### config.mk
export PLATFORM = sky130hd
export DESIGN_NAME = max_pool_2x2
export DESIGN_NICKNAME = d
export VERILOG_FILES = /design/src/rtl/max_pool_2x2_pkg.sv /design/src/rtl/max_pool_line_buffer.sv /design/src/rtl/max_pool_2x2.sv
export SDC_FILE = /design/constraint.sdc
export NUM_CORES = 1
export LEC_CHECK = 0
export BUFFER_PORTS_ARGS = -buffer_cell sky130_fd_sc_hd__buf_2
export CORE_MARGIN = 4
export CORE_UTILIZATION = 65
export CTS_CLUSTER_DIAMETER = 80
export DETAILED_ROUTE_END_ITERATION = 6
export PLACE_DENSITY = 0.88
export SLEW_MARGIN = 20
export SYNTH_ARGS = -nofsm -noshare
export SYNTH_HDL_FRONTEND = slang
export SYNTH_SLANG_ARGS = --single-unit
### constraint.sdc
create_clock -name clk -period 7.52 [get_ports clk]
set_clock_uncertainty 0.1 [all_clocks]
set_input_delay 0.376 -clock clk [delete_from_list [all_inputs] [get_ports clk]]
set_output_delay 0.376 -clock clk [all_outputs]
set_load 0.01 [all_outputs]
### src/rtl/max_pool_2x2_pkg.sv
// Shared layer parameters for the ReLU -> pool -> next-layer chain, so the
// stages cannot disagree on pixel width or feature-map geometry.
package max_pool_2x2_pkg;

  localparam int DATAWIDTH = 16;
  localparam int DATA_W    = DATAWIDTH + 4;
  localparam int IMG_W     = 24;
  localparam int IMG_H     = 24;

  // Counter/address width that never collapses to zero bits.
  function automatic int clog2_min1(input int n);
    return (n <= 2) ? 1 : $clog2(n);
  endfunction

endpackage

### src/rtl/max_pool_line_buffer.sv
// Half-width line buffer: one write port, one combinational read port.
// Contents are not reset; every entry is written on an even row before it is read.
module max_pool_line_buffer
  import max_pool_2x2_pkg::*;
#(
  parameter int DATA_W = max_pool_2x2_pkg::DATA_W,
  parameter int DEPTH  = max_pool_2x2_pkg::IMG_W / 2,
  parameter int AW     = clog2_min1(DEPTH)
) (
  input  logic              clk,
  input  logic              we_i,
  input  logic [AW-1:0]     waddr_i,
  input  logic [DATA_W-1:0] wdata_i,
  input  logic [AW-1:0]     raddr_i,
  output logic [DATA_W-1:0] rdata_o
);

  logic [DATA_W-1:0] mem_q [DEPTH];

  always_ff @(posedge clk) begin
    if (we_i) begin
      mem_q[waddr_i] <= wdata_i;
    end
  end

  assign rdata_o = mem_q[raddr_i];

endmodule

### src/rtl/max_pool_2x2.sv
// 2x2 stride-2 max pooling on a raster-order pixel stream with a valid strobe.
// Even rows store horizontal pair maxima; odd rows emit one pooled pixel per window.
module max_pool_2x2
  import max_pool_2x2_pkg::*;
#(
  parameter int DATA_W = max_pool_2x2_pkg::DATA_W,
  parameter int IMG_W  = max_pool_2x2_pkg::IMG_W,
  parameter int IMG_H  = max_pool_2x2_pkg::IMG_H
) (
  input  logic              clk,
  input  logic              rst,
  input  logic              pool_data_valid_In,
  input  logic [DATA_W-1:0] pool_Input,
  output logic              pool_data_valid_Out,
  output logic [DATA_W-1:0] out,
  output logic              frame_done
);

  localparam int CW = clog2_min1(IMG_W);
  localparam int RW = clog2_min1(IMG_H);
  localparam int AW = clog2_min1(IMG_W / 2);
  localparam logic [CW-1:0] COL_LAST = CW'(IMG_W - 1);
  localparam logic [RW-1:0] ROW_LAST = RW'(IMG_H - 1);

  if ((IMG_W % 2) != 0 || IMG_W < 2) begin : g_bad_img_w
    $error("max_pool_2x2: IMG_W must be even and >= 2");
  end
  if ((IMG_H % 2) != 0 || IMG_H < 2) begin : g_bad_img_h
    $error("max_pool_2x2: IMG_H must be even and >= 2");
  end

  logic [CW-1:0]     col_q, col_d;
  logic [RW-1:0]     row_q, row_d;
  logic [DATA_W-1:0] hold_q, hold_d;
  logic [DATA_W-1:0] out_q, out_d;
  logic              valid_q, valid_d;
  logic              done_q, done_d;

  logic [DATA_W-1:0] hmax;
  logic [DATA_W-1:0] pooled;
  logic [DATA_W-1:0] lb_rdata;
  logic [AW-1:0]     lb_addr;
  logic              lb_we;

  // Write (even rows) and read (odd rows) never coincide, so one address serves both.
  assign lb_addr = AW'(col_q >> 1);
  assign hmax    = (hold_q > pool_Input) ? hold_q : pool_Input;
  assign pooled  = (hmax > lb_rdata) ? hmax : lb_rdata;

  max_pool_line_buffer #(
    .DATA_W (DATA_W),
    .DEPTH  (IMG_W / 2),
    .AW     (AW)
  ) u_line_buffer (
    .clk     (clk),
    .we_i    (lb_we),
    .waddr_i (lb_addr),
    .wdata_i (hmax),
    .raddr_i (lb_addr),
    .rdata_o (lb_rdata)
  );

  always_comb begin
    col_d   = col_q;
    row_d   = row_q;
    hold_d  = hold_q;
    out_d   = out_q;
    valid_d = 1'b0;
    done_d  = 1'b0;
    lb_we   = 1'b0;
    if (pool_data_valid_In) begin
      if (!col_q[0]) begin
        hold_d = pool_Input;
      end else if (!row_q[0]) begin
        lb_we = 1'b1;
      end else begin
        valid_d = 1'b1;
        out_d   = pooled;
        done_d  = (row_q == ROW_LAST) && (col_q == COL_LAST);
      end
      if (col_q == COL_LAST) begin
        col_d = '0;
        row_d = (row_q == ROW_LAST) ? '0 : row_q + RW'(1);
      end else begin
        col_d = col_q + CW'(1);
      end
    end
  end

  always_ff @(posedge clk or posedge rst) begin
    if (rst) begin
      col_q   <= '0;
      row_q   <= '0;
      hold_q  <= '0;
      out_q   <= '0;
      valid_q <= 1'b0;
      done_q  <= 1'b0;
    end else begin
      col_q   <= col_d;
      row_q   <= row_d;
      hold_q  <= hold_d;
      out_q   <= out_d;
      valid_q <= valid_d;
      done_q  <= done_d;
    end
  end

  assign pool_data_valid_Out = valid_q;
  assign out                 = out_q;
  assign frame_done          = done_q;

endmodule

## Yosys cells after proc, flatten, opt, wreduce, memory -nomap -nowiden

Memory sizes are Yosys's and may differ from the RTL's.
Cells that the tools add are included.

- Output and inout port bits: 22
- RAM bits: 240
- Input bits: 23
- Memories kept: 1
- Register bits after elaboration: 52
- Word-level logic and storage cells: 33

Memories:

| name | depth | width | read ports | clocked after memory_dff | write ports | line | source |
|---|---|---|---|---|---|---|---|
| u_line_buffer.mem_q | 12 | 20 | 1 | 0 | 1 | max_pool_line_buffer.sv:18 | `logic [DATA_W-1:0] mem_q [DEPTH];` |

- Bitwise gates (word level): 1
- Order comparisons: 2
- Muxes and demuxes: 15
- Equality and inequality tests: 2
- Add/sub/neg operators: 2
- Reduce and logical (&&, ||, !) cells: 4

Operator list:

| operator | number |
|---|---|
| greater-than comparator 20 bit | 2 |
| 2-to-1 mux 20 bit | 2 |
| 2-to-1 mux 1 bit | 11 |
| adder 5 x 1 -> 5 bit (second input constant) | 2 |
| equality test 5 bit (second input constant) | 2 |
| 2-to-1 mux 5 bit | 2 |
| AND reduction 2 bit | 2 |
| AND reduction 3 bit | 1 |
| logical AND 1 bit | 1 |
| NOT 1 bit | 1 |

## Longest topological paths before layout

Gate-level depths: netlist of run 1.

- Word-level depth: 5
- Depth in mapped cells: 17
- Gate-level depth less buffers: 15

## By module

A second synthesis of run 1 with hierarchy kept.

- Cells, all modules: 751
- Area total of the unflattened synthesis: 12499.5 µm²

By module, submodules not included:

| module | cells each | sequential area each (µm²) | instances | area each (µm²) |
|---|---|---|---|---|
| max_pool_line_buffer | 403 | 7206.9 | 1 | 9092.5 |
| max_pool_2x2 | 348 | 1301.2 | 1 | 3407.0 |

## Least setup slack after synthesis of run 1

No wires, ideal clock.

- Kind: input -> register
- Start: input pool_Input[18]
- End: register out_q[10] (netlist: out[10])
- Setup time: 0.138 ns
- Path buffers: 2
- Arrival time: 3.856 ns
- Required time: 7.282 ns
- Slack: 3.426 ns
- Cell stages on the path: 17
- Path through: inv_1 ha_1 and4_4 a21o_1 a221o_1 or3_1 buf_2 a31oi_1 inv_1 ha_1 a21oi_1 o21ai_0 a221oi_1 o2111a_1 or3_1 clkbuf_1 o211ai_1

- Word-level cells in the longest chain between the ends: 4

RTL lines:

| element | line | source |
|---|---|---|
| from (decl) | max_pool_2x2.sv:13 | `input logic [DATA_W-1:0] pool_Input,` |
| greater-than comparator 20 bit | max_pool_2x2.sv:47 | `assign hmax = (hold_q > pool_Input) ? hold_q : pool_Input;` |
| 2-to-1 mux 20 bit | max_pool_2x2.sv:47 |  |
| net hmax[13] | max_pool_2x2.sv:39 | `logic [DATA_W-1:0] hmax;` |
| greater-than comparator 20 bit | max_pool_2x2.sv:48 | `assign pooled = (hmax > lb_rdata) ? hmax : lb_rdata;` |
| 2-to-1 mux 20 bit | max_pool_2x2.sv:48 |  |
| to (signal assigned) | max_pool_2x2.sv:102 | `out_q <= out_d;` |
| to (decl) | max_pool_2x2.sv:35 | `logic [DATA_W-1:0] out_q, out_d;` |

The timed path passes the listed nets, and every way through them passes these cells.
A chain may end at the register's enable or synchronous reset.

## Worst setup path after layout of run 1

- Start: input pool_Input[9]
- End: register out_q[11] (netlist: out[11])

The elaborated chain is that of the path after synthesis.

==> flow_summary_export.csv, run 1 <==
group,metric,value,unit
timing,fin_crit_sh,83.9,%
placement,numPortBuffers,44,
global_route,grtUsageTotal,28.9,%
logic_synthesis,ys_seq_elements,292,
floorplanning,die-area,22300,um2
floorplanning,die_h,149,um
logic_synthesis,synth_ff_type,"edfxtp_1",
timing,max_slew_margin,36.1,%
worst_setup_path,cp_data_arrival_time,6600,ps
outcome,run_status,"completed",
logic_synthesis,postSynthCellCount,807,
logic_synthesis,synth_cell_types,48,
floorplanning,row_count,51,
route,viasPerCell,6.98,
route,avgRoutedWirePerCell,27.0,um
power,p_per_area,368,nW/um2
timing,setup_viol,0,
global_route,grt_pass1_vias,8088,
power,p_leak,5.33,nW
logic_synthesis,netlist.area_leader.share,55.4,%
floorplanning,initial_core_util,66.4,%
cts,post_cts_buffers,0,
timing,fin_tns_setup,0,ps
logic_synthesis,synth.top_cells.by_count,"240 x edfxtp_1, 60 x mux4_2, 52 x dfrtp_1",
logic_synthesis,yosys-top-cells-area,"edfxtp_1 55%, mux4_2 10%, dfrtp_1 10%, ha_1 4.0%, mux2_2 3.7%",
worst_setup_path,setup.worst_path.start,"pool_Input[9]",
worst_setup_path,reg2reg_depth,14,
cts,insertion_delay,550,ps
cts,h-tree-depth,1,
timing,tightest_slew,956,ps
route,vias,8036,
global_route,grt_overflow_total,0,
worst_hold_path,hp-class,"primary input to register",
logic_synthesis,synth_edf_count,240,
logic_synthesis,synth_area,13000,um2
route,route.detailed.drc,0,
logic_synthesis,synth_warnings,0,
placement,finalWeightedCongestion,0.951,
cts,cts.clk_slew.worst_paths,60,ps
final_layout,post-route-util,74.8,%
worst_setup_path,cp-end-kind,"register",
worst_hold_path,worstHoldPathCells,2,
worst_hold_path,hold_start,"pool_Input[13]",
logic_synthesis,synthesis.nets,872,
logic_synthesis,synth.most_common_cell,"edfxtp_1",
run,maxCapViolations,0,
cts,tritoncts,"built",
final_layout,fillers,1086,
timing,rsz0062_at_grt,"false",
timing,final_hold_viol_count,0,
cts,clock_sinks,292,
worst_setup_path,reg2reg_to,"out[11]",
logic_synthesis,seq_area_frac_synth,65.4,%
timing,max_freq,159,MHz
power,power,5.39,mW
floorplanning,ioPinCount,45,
route,dr.first_iter.drc_count,825,
route,ant_nets,0,
worst_hold_path,holdPathEnd,"hold_q[13]",
global_route,grt_max_degree,53,
timing,setup_ws,1210,ps
global_route,antenna_found_initial,0,
route,dr.pass1.iters,5,
logic_synthesis,synth_top_area_cell,"edfxtp_1",
floorplanning,core_area,19600,um2
global_route,grt_pass1_wl,48300,um
floorplanning,die_w,149,um
timing,whs,31.3,ps
cts,numCtsBuffers,29,
worst_setup_path,path_class,"primary input to register",
route,drt-total-wl,31100,um
worst_setup_path,rrSetupSlack,1350,ps
logic_synthesis,syn-mean-instance-area,16.1,um2
cts,root_buffer,"clkbuf_16",
final_layout,fin_nets,929,
final_layout,layout-drive-gt1-share,25.7,%
placement,hpwl,18500,um
worst_setup_path,r2r_start,"hold_q[11]",
worst_setup_path,worstPathMaxFanout,21,
placement,dp_slack,1480,ps
cts,ctsLongestPathBuffers,3,
final_layout,area_growth,12.7,%
worst_setup_path,cp-start-kind,"primary input",
logic_synthesis,async_flop_share,17.8,%
final_layout,n_antenna_cell,0,
worst_setup_path,worstPathRequired,7810,ps
timing,final_max_slew_viol_count,0,
power,ir_worst_vdd,0.227,mV
timing,period_needed,6310,ps
[kinds of logic after synthesis]
group	Yosys count	share of synthesized area (%)
xor+xnor	2	0.135
fa+ha+maj	42	4.04
simple gates	111	4.07
buf+inv	99	3.13
mux	123	15.7
flops	292	65.4
compound gates	138	7.56
[layout by cell type, fill, tap and decap left out, types with 2 or more instances in the layout]
cell	instances
ha_1	42
xnor2_1	2
buf_2	44
nand4_1	4
nand3_1	10
o22ai_1	2
nor2b_1	2
dlygate4sd3_1	17
mux2_2	43
o32ai_1	19
edfxtp_1	240
nor2_2	4
o221ai_1	20
clkbuf_1	9
a21oi_1	16
and3_1	3
a31oi_1	19
o211ai_1	21
inv_1	45
a21o_1	5
mux4_2	60
or3_1	3
clkinv_1	2
nand2_1	39
mux2i_1	20
and4_1	3
clkbuf_16	29
clkinv_2	6
bufinv_16	3
nor2_1	23
nor2_4	4
nand3b_1	2
o21ai_0	27
and2_1	2
clkbuf_8	5
buf_4	18
nor3_2	4
dfrtp_1	50
[per-layer routing]
metal	share of wire [%]	track usage, %
met1	38	40.7
met2	49	46.6
met3	10	5.27
met4	3.7	10.0
met5	0	0
[per-stage QoR]
| stage | cells | instance area (um2) |
|---|---|---|
| after floorplan | 807 | 13000 |
| after global placement | 1081 | 13500 |
| after detailed placement | 1081 | 13500 |
| after CTS | 1151 | 14600 |
| after global routing | 1152 | 14700 |
| final | 1152 | 14700 |
[power by group]
group	leakage [nW]	switching, mW	internal, mW
registers	2.83	0.166	2.01
clock network	0.474	0.589	0.862
logic	2.03	1.05	0.717
[state kept, by name (all words and copies together) (netlist names)]
name,count
hold_q,20
pool_data_valid_Out,1
col_q,5
out,20
row_q,5
frame_done,1
u_line_buffer.mem_q,240
[area by class of cell]
class / count / area [um2] / share of cell area [%]
clock inverter: 11 / 131 / 0.896
multi-input combinational: 416 / 4160 / 28.4
clock buffer: 43 / 828 / 5.65
inverter: 46 / 174 / 1.19
sequential: 292 / 8510 / 58.1
tap: 265 / 332 / 2.26
timing repair buffer: 79 / 526 / 3.58
[worst max-delay path: stages]
cell	delay [ps]
dlygate4sd3_1	530
buf_2	130
inv_1	60
ha_1	310
a21oi_1	170
o21a_1	630
o22ai_1	160
or3_1	690
a31oi_1	500
inv_1	310
ha_1	400
and3_1	180
nand4_1	200
nor4_1	480
a21o_1	530
or3_1	690
o211ai_1	220
[how the worst max path moves through the flow]
stage	end	slack [ps]	cells past startpoint
6_report	out[11]	1210	17
5_1_grt	out[0]	920	17
4_1_cts	out[14]	1510	17
3_5_place_dp	out[10]	1480	15
3_3_place_gp	out[9]	1740	17
2_1_floorplan	out[10]	3430	17
[what timing repair did]
action                                 4_1_cts  5_1_grt
hold buffers                                16        1
endpoints found under the hold margin       16       45
resized for setup                            0        0
Power figures use the tool's default switching activity.
==> run 2, diff against run 1 <==
--- a/config.mk
+++ b/config.mk
@@ -7,10 +7,10 @@
 export LEC_CHECK = 0
 export BUFFER_PORTS_ARGS = -buffer_cell sky130_fd_sc_hd__buf_2
 export CORE_MARGIN = 4
-export CORE_UTILIZATION = 65
+export CORE_UTILIZATION = 56
 export CTS_CLUSTER_DIAMETER = 80
 export DETAILED_ROUTE_END_ITERATION = 6
-export PLACE_DENSITY = 0.88
+export PLACE_DENSITY = 0.81
 export SLEW_MARGIN = 20
 export SYNTH_ARGS = -nofsm -noshare
 export SYNTH_HDL_FRONTEND = slang
==> constraint.sdc (replaced) <==
create_clock -name clk -period 5.4 [get_ports clk]
set_clock_uncertainty 0.1 [all_clocks]
set_input_delay 0.27 -clock clk [delete_from_list [all_inputs] [get_ports clk]]
set_output_delay 0.27 -clock clk [all_outputs]
set_load 0.01 [all_outputs]
==> run 2 against run 1 <==
Net effect: combinational power rose by 40%; critical path depth did not move; critical path type unchanged; critical endpoint is now out[3]; clock power rose by 52%.
==> flow_summary_export.csv, run 2 (synthesis results as in run 1) <==
group,metric,value,unit
outcome,run_status,"completed",
timing,max_slew_margin,27.8,%
placement,finalWeightedCongestion,0.899,
route,route.detailed.drc,0,
route,vias,7794,
timing,fin_tns_setup,0,ps
timing,tightest_slew,1080,ps
cts,post_cts_buffers,0,
cts,numCtsBuffers,28,
final_layout,fin_nets,941,
timing,period_needed,5100,ps
power,switching_power,2.49,mW
worst_setup_path,slowest_stage,"or3_1",
worst_setup_path,cp-start-kind,"primary input",
worst_hold_path,hp-class,"primary input to asynchronous set/reset pin",
worst_setup_path,path_class,"primary input to register",
timing,max_freq,196,MHz
route,ant_nets,0,
power,swShare,32.3,%
floorplanning,ioPinCount,45,
worst_setup_path,cp-end-kind,"register",
power,ir_worst_vdd,0.415,mV
final_layout,mostFrequentLayoutCell,"edfxtp_1",
worst_setup_path,setup.worst_path.start,"pool_Input[18]",
final_layout,n_antenna_cell,0,
power,p_comb_share,31.8,%
cts,root_buffer,"clkbuf_16",
final_layout,area_growth,15.0,%
timing,final_hold_viol_count,0,
power,seq_power_share,39.6,%
worst_setup_path,crit_chain,"dlygate4sd3_1, buf_2, inv_1, ha_1, and4_4, a21o_1, a221o_1, or3_1, buf_4, a31oi_1, inv_1, ha_1, and4_1, a221oi_1, o2111a_1, or3_2, o211ai_1",
route,route.top_layer_used,"met4",
route,dr.first_iter.drc_count,828,
power,pwr-share-clk,28.5,%
floorplanning,die_w,160,um
final_layout,fillers,1465,
worst_setup_path,r2r_start,"hold_q[18]",
route,wl_met3,2430,um
cts,insertion_delay,540,ps
cts,cts.clk_slew.worst_paths,60,ps
timing,fin_crit_sh,94.5,%
global_route,grt_max_degree,53,
power,power,7.73,mW
cts,h-tree-depth,1,
timing,final_max_slew_viol_count,0,
route,drt-total-wl,30300,um
floorplanning,initial_core_util,57.1,%
placement,numPortBuffers,44,
cts,tritoncts,"built",
timing,rsz0062_at_grt,"false",
timing,setup_viol,0,
worst_setup_path,worstPathRequired,5690,ps
route,wl_met2,14700,um
final_layout,largest_reg_flops,240,
global_route,grt_pass1_vias,7965,
worst_setup_path,cp_data_arrival_time,5390,ps
route,avgRoutedWirePerCell,25.1,um
worst_setup_path,worstPathMaxFanout,20,
worst_setup_path,cpPeakStageDelay,570,ps
global_route,grt_overflow_total,0,
floorplanning,row_count,55,
power,internal_power,5.24,mW
placement,hpwl,18200,um
run,maxCapViolations,0,
worst_setup_path,rrSetupSlack,340,ps
global_route,grtUsageTotal,23.8,%
global_route,grt_pass1_wl,47400,um
floorplanning,die_h,160,um
cts,clock_sinks,292,
final_layout,layout_common_cells,"240 x edfxtp_1, 60 x mux4_2, 50 x dfrtp_1",
global_route,antenna_found_initial,0,
floorplanning,core_area,22800,um2
final_layout,top_register,"u_line_buffer.mem_q",
cts,ctsLongestPathBuffers,3,
power,p_leak,5.42,nW
route,dr.pass1.iters,5,
floorplanning,die-area,25700,um2
power,p_per_area,517,nW/um2
final_layout,layout-drive-gt1-share,26.9,%
route,viasPerCell,6.44,
route,wl_met1,11800,um
-- run 2: path summary, 6_finish.rpt --
kind                       cells after the start   endpoint
setup / recovery                              17     out[3]
hold / removal                                 4   row_q[3]
setup reg to reg                              14     out[3]
hold reg to reg                                2    out[10]
max in group asynchronous                      4   col_q[1]
min in group clk                               3  hold_q[3]
-- run 2: cell type report --
class	instances	area (um2)	area share, %
clock buffer	35	768	5.14
multi-input combinational	416	4160	27.8
inverter	46	173	1.15
tap	313	392	2.62
clock inverter	16	289	1.93
timing repair buffer	92	661	4.42
sequential	292	8510	56.9
-- run 2: stage by stage --
stage / util (%) / setup WS [ps] / instances / hold slack, ps / cell area [um2]
floorplan: - / 1360 / 807 / 287 / 13000
global placement: 60.0 / 470 / 1137 / 390 / 13700
detailed placement: 60.0 / 304 / 1137 / 396 / 13700
CTS: 65.7 / 199 / 1210 / 387 / 15000
global route: 65.7 / 83.8 / 1210 / 443 / 15000
finish: 65.7 / 296 / 1210 / 366 / 15000
-- run 2: routing by layer --
layer | track usage [%] | up-vias
met4 | 9.82 | 0
met1 | 33.3 | 3889
li1 | - | 3366
met2 | 38.5 | 442
met3 | 3.08 | 97
met5 | 0 | -
-- run 2: repair_timing --
item,in CTS,in global routing
resized for setup,0,1
hold endpoints to repair,74,0
endpoints found under the setup margin,0,20
hold buffers,22,0
-- run 2: worst max-delay path, delay by kind of cell --
family / cells / cell delay [ps]
AND/OR/NAND/NOR: 4 / 1390
buffers and inverters: 5 / 1280
adder cells (fa/ha/maj): 2 / 740
AO/OA/AOI/OAI: 6 / 1680
-- run 2: power by group through the flow --
stage               logic, mW  registers (mW)  clock network, mW
floorplan                1.81            2.91                  0
finish                   2.46            3.06               2.21
CTS                      2.42            3.07               2.23
detailed placement       2.35            3.11                  0
global placement         2.28            3.10                  0
global route             2.65            3.09               2.34
==> run 3, diff against run 2 <==
--- a/config.mk
+++ b/config.mk
@@ -7,10 +7,10 @@
 export LEC_CHECK = 0
 export BUFFER_PORTS_ARGS = -buffer_cell sky130_fd_sc_hd__buf_2
 export CORE_MARGIN = 4
-export CORE_UTILIZATION = 56
+export CORE_UTILIZATION = 30
 export CTS_CLUSTER_DIAMETER = 80
 export DETAILED_ROUTE_END_ITERATION = 6
-export PLACE_DENSITY = 0.81
+export PLACE_DENSITY = 0.51
 export SLEW_MARGIN = 20
 export SYNTH_ARGS = -nofsm -noshare
 export SYNTH_HDL_FRONTEND = slang
==> run 3 against run 2 <==
Net effect: critical path depth is the same; largest cell class unchanged; clock power shrank 6%; first-iteration DRC count shrank 32%; global-route usage shrank 10 points; die area grew 82%; wire length grew 5.7%; sequential share of layout area shrank 1.0 points; critical path type unchanged.
==> flow_summary_export.csv, run 3 (synthesis results as in run 1) <==
group,metric,value,unit
timing,rsz0062_at_grt,"false",
timing,whs,379,ps
cts,tritoncts,"built",
timing,setup_viol,0,
placement,hpwl,20700,um
floorplanning,die-area,46700,um2
final_layout,top_register,"u_line_buffer.mem_q",
floorplanning,core_area,43000,um2
placement,numPortBuffers,44,
global_route,grt_pass1_vias,7747,
timing,fin_tns_setup,0,ps
global_route,grtUsageTotal,13.6,%
worst_setup_path,reg2reg_depth,14,
run,maxCapViolations,0,
worst_setup_path,path_class,"primary input to register",
worst_setup_path,crit_chain,"dlygate4sd3_1, buf_2, inv_1, ha_1, and4_4, a21o_1, a221o_1, or3_1, buf_4, a31oi_1, inv_1, ha_1, and3_1, nand4_1, o2111a_1, or3_2, o211ai_1",
worst_setup_path,r2r_start,"hold_q[18]",
floorplanning,initial_core_util,30.3,%
cts,insertion_delay,550,ps
global_route,grt_overflow_total,0,
timing,fin_crit_sh,91.4,%
final_layout,final_cell_area,15200,um2
worst_setup_path,cp-end-kind,"register",
route,viasPerCell,4.97,
worst_setup_path,cp_num_buf_inv,5,
power,p_leak,5.43,nW
global_route,grt_max_degree,53,
outcome,run_status,"completed",
final_layout,area_growth,17.1,%
cts,cts.clk_slew.worst_paths,70,ps
cts,h-tree-depth,1,
worst_setup_path,reg2reg_to,"out[7]",
floorplanning,ioPinCount,45,
route,drt-total-wl,32100,um
worst_setup_path,path_depth,17,
worst_setup_path,rrSetupSlack,480,ps
cts,ctsLongestPathBuffers,3,
power,ir_worst_vdd,0.301,mV
final_layout,multi_input_area,4140,um2
final_layout,mostFrequentLayoutCell,"edfxtp_1",
route,dr.first_iter.drc_count,561,
cts,clock_sinks,292,
timing,final_max_slew_viol_count,0,
global_route,antenna_found_initial,0,
power,power,7.58,mW
worst_setup_path,worstPathMaxFanout,20,
timing,tightest_slew,1040,ps
placement,post_dp_cell_area,14000,um2
worst_setup_path,cp_data_arrival_time,5300,ps
power,p_per_area,498,nW/um2
route,vias,7437,
cts,numCtsBuffers,31,
timing,final_hold_viol_count,0,
cts,root_buffer,"clkbuf_16",
worst_hold_path,hp-class,"primary input to asynchronous set/reset pin",
final_layout,register_area,8510,um2
worst_setup_path,worstPathRequired,5760,ps
floorplanning,row_count,76,
floorplanning,die_w,216,um
worst_setup_path,setup.worst_path.start,"pool_Input[19]",
final_layout,layout-drive-gt1-share,26.9,%
worst_setup_path,cpPeakStageDelay,700,ps
final_layout,layout_common_cells,"240 x edfxtp_1, 60 x mux4_2, 49 x dfrtp_1",
timing,period_needed,4940,ps
final_layout,largest_reg_flops,240,
final_layout,fin_nets,950,
route,ant_nets,0,
timing,max_slew_margin,30.7,%
final_layout,fillers,4188,
final_layout,n_antenna_cell,0,
placement,finalWeightedCongestion,0.779,
timing,max_freq,203,MHz
route,dr.pass1.iters,5,
worst_setup_path,crit_family,"simple AND/OR/NAND/NOR gates",
worst_setup_path,cp-start-kind,"primary input",
route,route.detailed.drc,0,
route,avgRoutedWirePerCell,21.4,um
worst_setup_path,slowest_stage,"or3_2",
worst_setup_path,cp-endpoint,"out[7]",
floorplanning,die_h,216,um
global_route,grt_pass1_wl,49400,um
-- run 3: power by group --
group	switching, mW	internal, mW
combinational	1.39	1.04
clock	0.856	1.21
sequential	0.295	2.79
total	2.54	5.05
-- run 3: what timing repair did --
action                                  in CTS  in global routing
buffers inserted                             0                  0
gates resized for setup                      0                  1
hold buffers                                22                  0
endpoints found under the setup margin       0                  5
hold endpoints to repair                    75                  0
-- run 3: worst register-to-register path: stages (launching register included) --
cell	delay (ps)
dfrtp_1	400
ha_1	330
and4_4	200
a21o_1	170
a221o_1	270
or3_1	490
buf_4	250
a31oi_1	280
inv_1	280
ha_1	390
and3_1	180
nand4_1	200
o2111a_1	320
or3_2	700
o211ai_1	280
-- run 3: cell type report --
cell class | count | share of cell area, %
Tap cell | 585 | 4.80
Inverter | 46 | 1.13
Multi-Input combinational cell | 416 | 27.2
Timing Repair Buffer | 98 | 4.55
Clock inverter | 18 | 1.08
Clock buffer | 40 | 5.38
Sequential cell | 292 | 55.9
-- run 3: worst min-delay path by stage --
stage / cells past startpoint / endpoint / start / slack, ps
after detailed placement: 1 / row_q[2] / row_q[2] / 410
final: 4 / hold_q[0] / rst / 380
after global placement: 1 / row_q[2] / row_q[2] / 410
after global routing: 4 / hold_q[0] / pool_Input[0] / 410
after CTS: 3 / hold_q[7] / pool_Input[7] / 380
after floorplan: 2 / hold_q[0] / pool_Input[0] / 290
-- run 3: layer usage --
metal / track usage [%] / up-vias / wire length, um / part of all wire (%)
li1: - / 3380 / - / -
met1: 19.9 / 3882 / 15000 / 47
met2: 22.3 / 147 / 15300 / 48
met3: 1.86 / 28 / 1380 / 4.3
met4: 2.26 / 0 / 355 / 1.1
met5: 0 / - / 0 / 0
-- run 3: stage by stage --
stage               std cells  setup WS (ps)  util, %
floorplan                 807           1360        -
global placement         1415            276     32.6
detailed placement       1415            209     32.6
CTS                      1495            253     35.4
global route             1495            211     35.4
finish                   1495            463     35.4
